$ cat src/rtl/mem_port_arbiter_if.sv
// rtl/mem_port_arbiter_if.sv - pipeline-side and SRAM-pin signals of the shared memory port
// slave: the arbiter; master: the pipeline stages plus the board SRAM.
interface mem_port_arbiter_if #(
    parameter int ADDR_W = 18,
    parameter int DATA_W = 16
);
    logic              if_req;
    logic [ADDR_W-1:0] if_addr;
    logic [DATA_W-1:0] if_rdata;
    logic              if_ack;

    logic              mem_req;
    logic              mem_we;
    logic [ADDR_W-1:0] mem_addr;
    logic [DATA_W-1:0] mem_wdata;
    logic [DATA_W-1:0] mem_rdata;
    logic              mem_ack;

    logic              stall_req;

    logic [ADDR_W-1:0] sram_addr;
    logic [DATA_W-1:0] sram_wdata;
    logic [DATA_W-1:0] sram_rdata;
    logic              sram_ce_n;
    logic              sram_oe_n;
    logic              sram_we_n;

    modport slave (
        input  if_req, if_addr, mem_req, mem_we, mem_addr, mem_wdata, sram_rdata,
        output if_rdata, if_ack, mem_rdata, mem_ack, stall_req,
        output sram_addr, sram_wdata, sram_ce_n, sram_oe_n, sram_we_n
    );

    modport master (
        output if_req, if_addr, mem_req, mem_we, mem_addr, mem_wdata, sram_rdata,
        input  if_rdata, if_ack, mem_rdata, mem_ack, stall_req,
        input  sram_addr, sram_wdata, sram_ce_n, sram_oe_n, sram_we_n
    );
endinterface

$ cat src/rtl/mem_port_arbiter.sv
// rtl/mem_port_arbiter.sv - shares one 16-bit SRAM port between fetch and data requesters
// Fixed-length SRAM access FSM, data side has priority, one-cycle ack per completion.
module mem_port_arbiter #(
    parameter int ADDR_W      = 18,
    parameter int DATA_W      = 16,
    parameter int WAIT_CYCLES = 1
) (
    input  logic                clk,
    input  logic                rst,
    mem_port_arbiter_if.slave   bus
);
    localparam int CNT_W = (WAIT_CYCLES < 1) ? 1 : $clog2(WAIT_CYCLES + 1);
    localparam logic [CNT_W-1:0] CNT_LAST = CNT_W'(WAIT_CYCLES);

    typedef enum logic {
        IDLE,
        ACCESS
    } state_e;

    state_e            state_q;
    logic [CNT_W-1:0]  cnt_q;
    logic              owner_mem_q;
    logic              we_q;
    logic              if_ack_q;
    logic              mem_ack_q;
    logic [DATA_W-1:0] if_rdata_q;
    logic [DATA_W-1:0] mem_rdata_q;
    logic [ADDR_W-1:0] sram_addr_q;
    logic [DATA_W-1:0] sram_wdata_q;
    logic              sram_ce_n_q;
    logic              sram_oe_n_q;
    logic              sram_we_n_q;

    logic              mem_elig_d;
    logic              if_elig_d;
    logic              grant_we_d;
    logic [ADDR_W-1:0] grant_addr_d;

    // A requester whose ack is showing this cycle is dropping its request; never re-grant it.
    always_comb begin
        mem_elig_d   = bus.mem_req & ~mem_ack_q;
        if_elig_d    = bus.if_req & ~if_ack_q;
        grant_we_d   = mem_elig_d & bus.mem_we;
        grant_addr_d = mem_elig_d ? bus.mem_addr : bus.if_addr;
    end

    always_ff @(posedge clk) begin
        if (rst) begin
            state_q      <= IDLE;
            cnt_q        <= '0;
            owner_mem_q  <= 1'b0;
            we_q         <= 1'b0;
            if_ack_q     <= 1'b0;
            mem_ack_q    <= 1'b0;
            if_rdata_q   <= '0;
            mem_rdata_q  <= '0;
            sram_addr_q  <= '0;
            sram_wdata_q <= '0;
            sram_ce_n_q  <= 1'b1;
            sram_oe_n_q  <= 1'b1;
            sram_we_n_q  <= 1'b1;
        end else begin
            if_ack_q  <= 1'b0;
            mem_ack_q <= 1'b0;
            case (state_q)
                IDLE: begin
                    if (mem_elig_d || if_elig_d) begin
                        state_q     <= ACCESS;
                        cnt_q       <= '0;
                        owner_mem_q <= mem_elig_d;
                        we_q        <= grant_we_d;
                        sram_addr_q <= grant_addr_d;
                        if (mem_elig_d) begin
                            sram_wdata_q <= bus.mem_wdata;
                        end
                        sram_ce_n_q <= 1'b0;
                        // Writes spend counter 0 on address setup before we_n falls.
                        sram_oe_n_q <= grant_we_d;
                        sram_we_n_q <= 1'b1;
                    end
                end
                ACCESS: begin
                    if (cnt_q == CNT_LAST) begin
                        state_q     <= IDLE;
                        sram_ce_n_q <= 1'b1;
                        sram_oe_n_q <= 1'b1;
                        sram_we_n_q <= 1'b1;
                        if (owner_mem_q) begin
                            mem_ack_q <= 1'b1;
                            if (!we_q) begin
                                mem_rdata_q <= bus.sram_rdata;
                            end
                        end else begin
                            if_ack_q   <= 1'b1;
                            if_rdata_q <= bus.sram_rdata;
                        end
                    end else begin
                        cnt_q <= cnt_q + CNT_W'(1);
                        if (we_q) begin
                            sram_we_n_q <= 1'b0;
                        end
                    end
                end
                default: state_q <= IDLE;
            endcase
        end
    end

    assign bus.stall_req  = (bus.if_req & ~if_ack_q) | (bus.mem_req & ~mem_ack_q);
    assign bus.if_ack     = if_ack_q;
    assign bus.mem_ack    = mem_ack_q;
    assign bus.if_rdata   = if_rdata_q;
    assign bus.mem_rdata  = mem_rdata_q;
    assign bus.sram_addr  = sram_addr_q;
    assign bus.sram_wdata = sram_wdata_q;
    assign bus.sram_ce_n  = sram_ce_n_q;
    assign bus.sram_oe_n  = sram_oe_n_q;
    assign bus.sram_we_n  = sram_we_n_q;
endmodule
$ cat src/flat_wrapper.sv
// flat-port wrapper written by rule: the top's interface ports become plain ports
module mem_port_arbiter_flat 
#(
    parameter int ADDR_W      = 18,
    parameter int DATA_W      = 16,
    parameter int WAIT_CYCLES = 1
)
  (clk, rst, bus_if_req, bus_if_addr, bus_mem_req, bus_mem_we, bus_mem_addr, bus_mem_wdata, bus_sram_rdata, bus_if_rdata, bus_if_ack, bus_mem_rdata, bus_mem_ack, bus_stall_req, bus_sram_addr, bus_sram_wdata, bus_sram_ce_n, bus_sram_oe_n, bus_sram_we_n);
  mem_port_arbiter_if #(.ADDR_W(ADDR_W), .DATA_W(DATA_W)) bus_i ();
  input  logic clk;
  input  logic rst;
  input wire logic [$bits(bus_i.if_req)-1:0] bus_if_req;
  input wire logic [$bits(bus_i.if_addr)-1:0] bus_if_addr;
  input wire logic [$bits(bus_i.mem_req)-1:0] bus_mem_req;
  input wire logic [$bits(bus_i.mem_we)-1:0] bus_mem_we;
  input wire logic [$bits(bus_i.mem_addr)-1:0] bus_mem_addr;
  input wire logic [$bits(bus_i.mem_wdata)-1:0] bus_mem_wdata;
  input wire logic [$bits(bus_i.sram_rdata)-1:0] bus_sram_rdata;
  output wire logic [$bits(bus_i.if_rdata)-1:0] bus_if_rdata;
  output wire logic [$bits(bus_i.if_ack)-1:0] bus_if_ack;
  output wire logic [$bits(bus_i.mem_rdata)-1:0] bus_mem_rdata;
  output wire logic [$bits(bus_i.mem_ack)-1:0] bus_mem_ack;
  output wire logic [$bits(bus_i.stall_req)-1:0] bus_stall_req;
  output wire logic [$bits(bus_i.sram_addr)-1:0] bus_sram_addr;
  output wire logic [$bits(bus_i.sram_wdata)-1:0] bus_sram_wdata;
  output wire logic [$bits(bus_i.sram_ce_n)-1:0] bus_sram_ce_n;
  output wire logic [$bits(bus_i.sram_oe_n)-1:0] bus_sram_oe_n;
  output wire logic [$bits(bus_i.sram_we_n)-1:0] bus_sram_we_n;
  assign bus_i.if_req = bus_if_req;
  assign bus_i.if_addr = bus_if_addr;
  assign bus_i.mem_req = bus_mem_req;
  assign bus_i.mem_we = bus_mem_we;
  assign bus_i.mem_addr = bus_mem_addr;
  assign bus_i.mem_wdata = bus_mem_wdata;
  assign bus_i.sram_rdata = bus_sram_rdata;
  assign bus_if_rdata = bus_i.if_rdata;
  assign bus_if_ack = bus_i.if_ack;
  assign bus_mem_rdata = bus_i.mem_rdata;
  assign bus_mem_ack = bus_i.mem_ack;
  assign bus_stall_req = bus_i.stall_req;
  assign bus_sram_addr = bus_i.sram_addr;
  assign bus_sram_wdata = bus_i.sram_wdata;
  assign bus_sram_ce_n = bus_i.sram_ce_n;
  assign bus_sram_oe_n = bus_i.sram_oe_n;
  assign bus_sram_we_n = bus_i.sram_we_n;
  mem_port_arbiter #(.ADDR_W(ADDR_W), .DATA_W(DATA_W), .WAIT_CYCLES(WAIT_CYCLES)) u_core (.clk(clk), .rst(rst), .bus(bus_i));
endmodule
$ cat config.mk
export PLATFORM = sky130hd
export DESIGN_NAME = mem_port_arbiter_flat
export DESIGN_NICKNAME = d
export VERILOG_FILES = /design/src/rtl/mem_port_arbiter_if.sv /design/src/rtl/mem_port_arbiter.sv /design/src/flat_wrapper.sv
export SDC_FILE = /design/constraint.sdc
export NUM_CORES = 1
export LEC_CHECK = 0
export BUFFER_PORTS_ARGS = -buffer_cell sky130_fd_sc_hd__buf_2
export CAP_MARGIN = 20
export CORE_MARGIN = 2
export CORE_UTILIZATION = 45
export CTS_BUF_LIST = sky130_fd_sc_hd__clkbuf_8 sky130_fd_sc_hd__clkbuf_16
export DETAILED_ROUTE_END_ITERATION = 6
export GPL_TIMING_DRIVEN = 0
export PLACE_DENSITY = 0.75
export SKIP_CTS_REPAIR_TIMING = 1
export SLEW_MARGIN = 20
export SYNTH_ARGS = -nofsm -noshare
export SYNTH_HDL_FRONTEND = slang
export SYNTH_SLANG_ARGS = --single-unit
$ cat constraint.sdc
create_clock -name clk -period 2.7 [get_ports clk]
set_input_delay 0.27 -clock clk [delete_from_list [all_inputs] [get_ports clk]]
set_output_delay 0.27 -clock clk [all_outputs]
set_load 0.05 [all_outputs]
After elaboration in Yosys (flattened, before gate mapping). Cells that the tools add are included. W data, S select, Z words.

Register bits after elaboration: 75. Input bits: 73. Output and inout bits: 72. Word-level logic and storage cells: 52.

Add/sub/neg operators: 1. Equality and inequality tests: 3. Muxes and demuxes: 17. Bitwise logic cells: 10. Reduce and logical (&&, ||, !) cells: 8.

Operators by type and width (number): $mux W18 (1); $mux W1 (11); $pmux W1 S2 (5); $not A1 Y1 (6); $reduce_and A2 Y1 (3); $reduce_and A3 Y1 (2); $reduce_and A4 Y1 (1); $and A1 B1 Y1 (3); $ne A3 B3 Y1 const B (1); $reduce_or A3 Y1 (1); $ne A2 B1 Y1 const B (1); $ne A2 B2 Y1 const B (1); $add A1 B1 Y1 const B (1); $logic_or A1 B1 Y1 (1); $or A1 B1 Y1 (1).

Depth between registers and ports, before layout.
Depth after elaboration: 5. Depth in mapped cells: 6. Depth with buffers taken out: 3.

Worst setup path before layout. OpenSTA, ideal clock, no wires.

Kind: register to register. Start: register u_core.if_ack_q (netlist: u_core.bus.if_ack). End: register u_core.state_q. Library setup time: 0.116 ns. Arrival: 1.761 ns. Data required time: 2.584 ns. Path slack: 0.823 ns. Stages on the path, launching flop included: 5. Path buffers: 1. Period minus slack after synthesis: 1.877 ns. Cells stage by stage: dfxtp_1 -> nand2b_1 -> clkbuf_1 -> nand2_1 -> o21a_1.

Word-level cells in the longest chain between the ends: 5.

RTL lines: start: declaration (RTL line mem_port_arbiter.sv:24) `logic if_ack_q;`; start signal: assignment (RTL line mem_port_arbiter.sv:53) `if_ack_q <= 1'b0;`; start signal: assignment (RTL line mem_port_arbiter.sv:63) `if_ack_q <= 1'b0;`; start signal: assignment (RTL line mem_port_arbiter.sv:94) `if_ack_q <= 1'b1;`; $not A1 Y1 (RTL line mem_port_arbiter.sv:42) `if_elig_d = bus.if_req & ~if_ack_q;`; $and A1 B1 Y1 (RTL line mem_port_arbiter.sv:42); $logic_or A1 B1 Y1 (RTL line mem_port_arbiter.sv:67) `if (mem_elig_d || if_elig_d) begin`; $mux W1 (RTL line mem_port_arbiter.sv:67); $pmux W1 S2 (RTL line mem_port_arbiter.sv:65) `case (state_q)`; end signal: assignment (RTL line mem_port_arbiter.sv:49) `state_q <= IDLE;`; end signal: assignment (RTL line mem_port_arbiter.sv:68) `state_q <= ACCESS;`; end signal: assignment (RTL line mem_port_arbiter.sv:84) `state_q <= IDLE;`; end: declaration (RTL line mem_port_arbiter.sv:20) `state_e state_q;`.

Every way passes these cells. A chain may end at the register's enable or synchronous reset.

Final worst setup path.
Start: register u_core.if_ack_q (netlist: u_core.bus.if_ack). End: output bus_stall_req.

Word-level cells in the longest chain between the ends: 3.

RTL lines: $not A1 Y1 (RTL line mem_port_arbiter.sv:109) `assign bus.stall_req = (bus.if_req & ~if_ack_q) | (bus.mem_req & ~mem_ack_q);`; $and A1 B1 Y1 (RTL line mem_port_arbiter.sv:109); $or A1 B1 Y1 (RTL line mem_port_arbiter.sv:109); end: declaration (RTL line flat_wrapper.sv:23) `output wire logic [$bits(bus_i.stall_req)-1:0] bus_stall_req;`.

Every way passes these cells.

==> flow_metrics.py <==
metrics = {
    "outcome": {
        "run_status": "finished clean",
    },
    "route": {
        "vias_per_cell": 5.089,
        "first_pass_iters": 4,
        "ant_nets": 0,
        "routed_wl_um": 8025,
        "wl_per_cell_um": 13.46,
        "drc": 0,
        "vias": 3033,
        "drtIter0Drc": 100,
    },
    "timing": {
        "rsz0062_at_grt": "false",
        "slew_headroom_pct": 67.67,
        "whs_ns": 0.1693,
        "hold_viol": 0,
        "finalSetupViolCount": 0,
        "finalMaxSlewViolations": 0,
        "tightestPinTransition_ns": 0.4849,
        "fin_crit_sh_pct": 69.86,
        "min_period_ns": 1.886,
        "setup_tns_ns": 0,
        "setup_ws_ns": 0.8138,
        "fmax_mhz": 530.2,
        "skew_ns": 0.008423,
    },
    "synth": {
        "synth_nets": 429,
        "synthMuxAreaShare_pct": 5.755,
        "synth_area_per_cell_um2": 8.794,
        "synth_compound_gate_area_share_pct": 14.55,
        "synth.ff_latch_count": 75,
        "ys_warn_count": 0,
        "synth_cells": 356,
        "synth-seq-area-share_pct": 47.96,
        "synth_xor_area_share_pct": 0,
        "synth_top_family_by_area": "simple AND/OR/NAND/NOR gates",
        "yosysUniqueCellTypes": 32,
        "synthAdderAreaFrac_pct": 0,
        "synth_area_um2": 3131,
        "yosys.area_share.simple_pct": 25.54,
    },
    "cells_and_area": {
        "drive_above_1_share_pct": 35.66,
        "post-route-util_pct": 62.04,
        "nNetsFinal": 584,
        "final_common_cell": "buf_2",
        "syn2layout_area_growth_pct": 33.89,
        "multiInputGateArea_um2": 1435,
        "final_cell_mix": "buf_2 (151), nand2_1 (98), dfxtp_1 (75), a21oi_1 (49), o211ai_1 (19)",
        "final.fill_count": 614,
        "antenna_cells_inserted": 0,
        "seq_area_um2": 1501,
    },
    "setup_path": {
        "critPathMaxFanout": 10,
        "crit_type": "flip-flop to output port",
        "startpoint_type": "flip-flop",
        "critPathRequiredTime_ns": 2.43,
        "crit_path_end_kind": "output port",
        "crit_arrival_ns": 1.62,
    },
    "clocking": {
        "clk_pin_slew_ns": 0.07,
        "cts-root-buf": "clkbuf_8",
        "cts_buffers": 9,
        "cts_tree": "done",
        "cts.sinks": 75,
        "insertion_delay_ns": 0.34,
        "cts.htree.levels": 3,
        "clock_path_buffers": 2,
    },
    "power_and_ir_drop": {
        "p_leak_nw": 1.899,
        "peakVddDrop_uv": 293.0,
        "power.total_mw": 2.740,
        "cellPowerDensity_nw_per_um2": 653.7,
    },
    "place": {
        "port_buffers": 144,
        "place_ws_ns": 1.189,
        "dp_hpwl_um": 5903,
        "place_congestion": 0.8005,
    },
    "global_routing": {
        "grt_overflow": 0,
        "grt_max_degree": 14,
        "grt_pass1_vias": 2911,
        "grt_pass1_wl_um": 13010,
        "antenna_found_initial": 0,
        "grt.total_usage_pct": 21.41,
    },
    "floorplan": {
        "num_io_pins": 145,
        "initial_core_util_pct": 46.33,
        "die_h_um": 87.41,
        "core_area_um2": 6756,
        "num_rows": 30,
        "die_area_um2": 7640,
        "chipWidth_um": 87.41,
    },
    "hold_path": {
        "hold_class": "input port to flip-flop",
    },
    "run": {
        "drv_cap": 0,
    },
}
## worst max-delay path, stage by stage, from the launching register on
cell	delay, ns
dfxtp_1	0.37
nand2b_1	0.18
clkbuf_1	0.37
nand2_1	0.13
buf_2	0.24
## flip-flops by register name, indices dropped and copies added, names as in the netlist
| register | cells |
|---|---|
| u_core.cnt_q | 1 |
| u_core.bus.if_ack | 1 |
| u_core.bus.if_rdata | 16 |
| u_core.bus.sram_we_n | 1 |
| u_core.bus.mem_rdata | 16 |
| u_core.bus.mem_ack | 1 |
| u_core.owner_mem_q | 1 |
| u_core.we_q | 1 |
| u_core.bus.sram_addr | 18 |
| u_core.bus.sram_wdata | 16 |
| u_core.state_q | 1 |
| u_core.bus.sram_oe_n | 1 |
| u_core.bus.sram_ce_n | 1 |
## stage by stage
stage                     instance area [µm²]  instances
final                                    4192        596
after global routing                     4192        596
after floorplan                          3131        356
after global placement                   3951        580
after detailed placement                 3951        580
after CTS                                4192        596
## cell usage after synthesis (all sizes together)
master / n / area [µm²]
a31oi: 1 / 6.260
nor2: 5 / 18.77
nand3: 1 / 5.000
o21ai: 3 / 18.77
a21oi: 50 / 254.0
dfxtp: 75 / 1501
inv: 2 / 7.510
o22ai: 2 / 18.77
nand4b: 19 / 172.7
mux2i: 18 / 180.2
o211ai: 19 / 142.6
nand2b: 4 / 25.02
and3b: 1 / 8.760
and4b: 1 / 10.01
clkbuf: 14 / 53.80
nor3: 1 / 5.000
a21boi: 1 / 7.510
buf: 17 / 132.6
o21a: 1 / 7.510
nand3b: 19 / 146.4
nand2: 98 / 367.9
or3b: 1 / 8.760
nor3b: 1 / 18.77
nor2b: 2 / 12.51
## report_power, final
group / switching [mW] / internal [mW]
clock: 0.417 / 0.612
sequential: 0.0362 / 1.16
combinational: 0.350 / 0.160
total: 0.804 / 1.94
## cells by family (layout without fill, tap and decap cells)
logic type / after synthesis / in the layout
compound gates: 77 / 77
buf+inv: 33 / 193
flops: 75 / 75
mux: 18 / 18
simple gates: 153 / 153
## final cells by class
cell class / instances / area share (%)
buffer: 31 / 4.448
clock buffer: 9 / 2.955
clock inverter: 7 / 2.776
inverter: 2 / 0.1791
multi-input combinational: 248 / 34.24
sequential: 75 / 35.82
tap: 80 / 2.388
timing repair buffer: 144 / 17.19
## path summary, 6_finish.rpt
kind / start / end / slack, ns / cells past startpoint
hold / removal: bus_mem_wdata[8] / u_core.bus.sram_wdata[8] / 0.17 / 3
setup / recovery: u_core.bus.if_ack / bus_stall_req / 0.81 / 4
setup reg to reg: u_core.bus.mem_ack / u_core.bus.sram_addr[0] / 1.31 / 5
hold reg to reg: u_core.bus.sram_wdata[7] / u_core.bus.sram_wdata[7] / 0.45 / 2
## metal layers
metal	track usage (%)	part of all wire [%]	vias to the layer above	wire length [µm]
met5	0	0	-	0
met4	6.154	0.85	0	68
met3	7.583	8.3	6	663
met2	35.67	46	107	3731
met1	26.03	44	1380	3562
li1	-	-	1540	-
(Power assumes the default switching activity.)
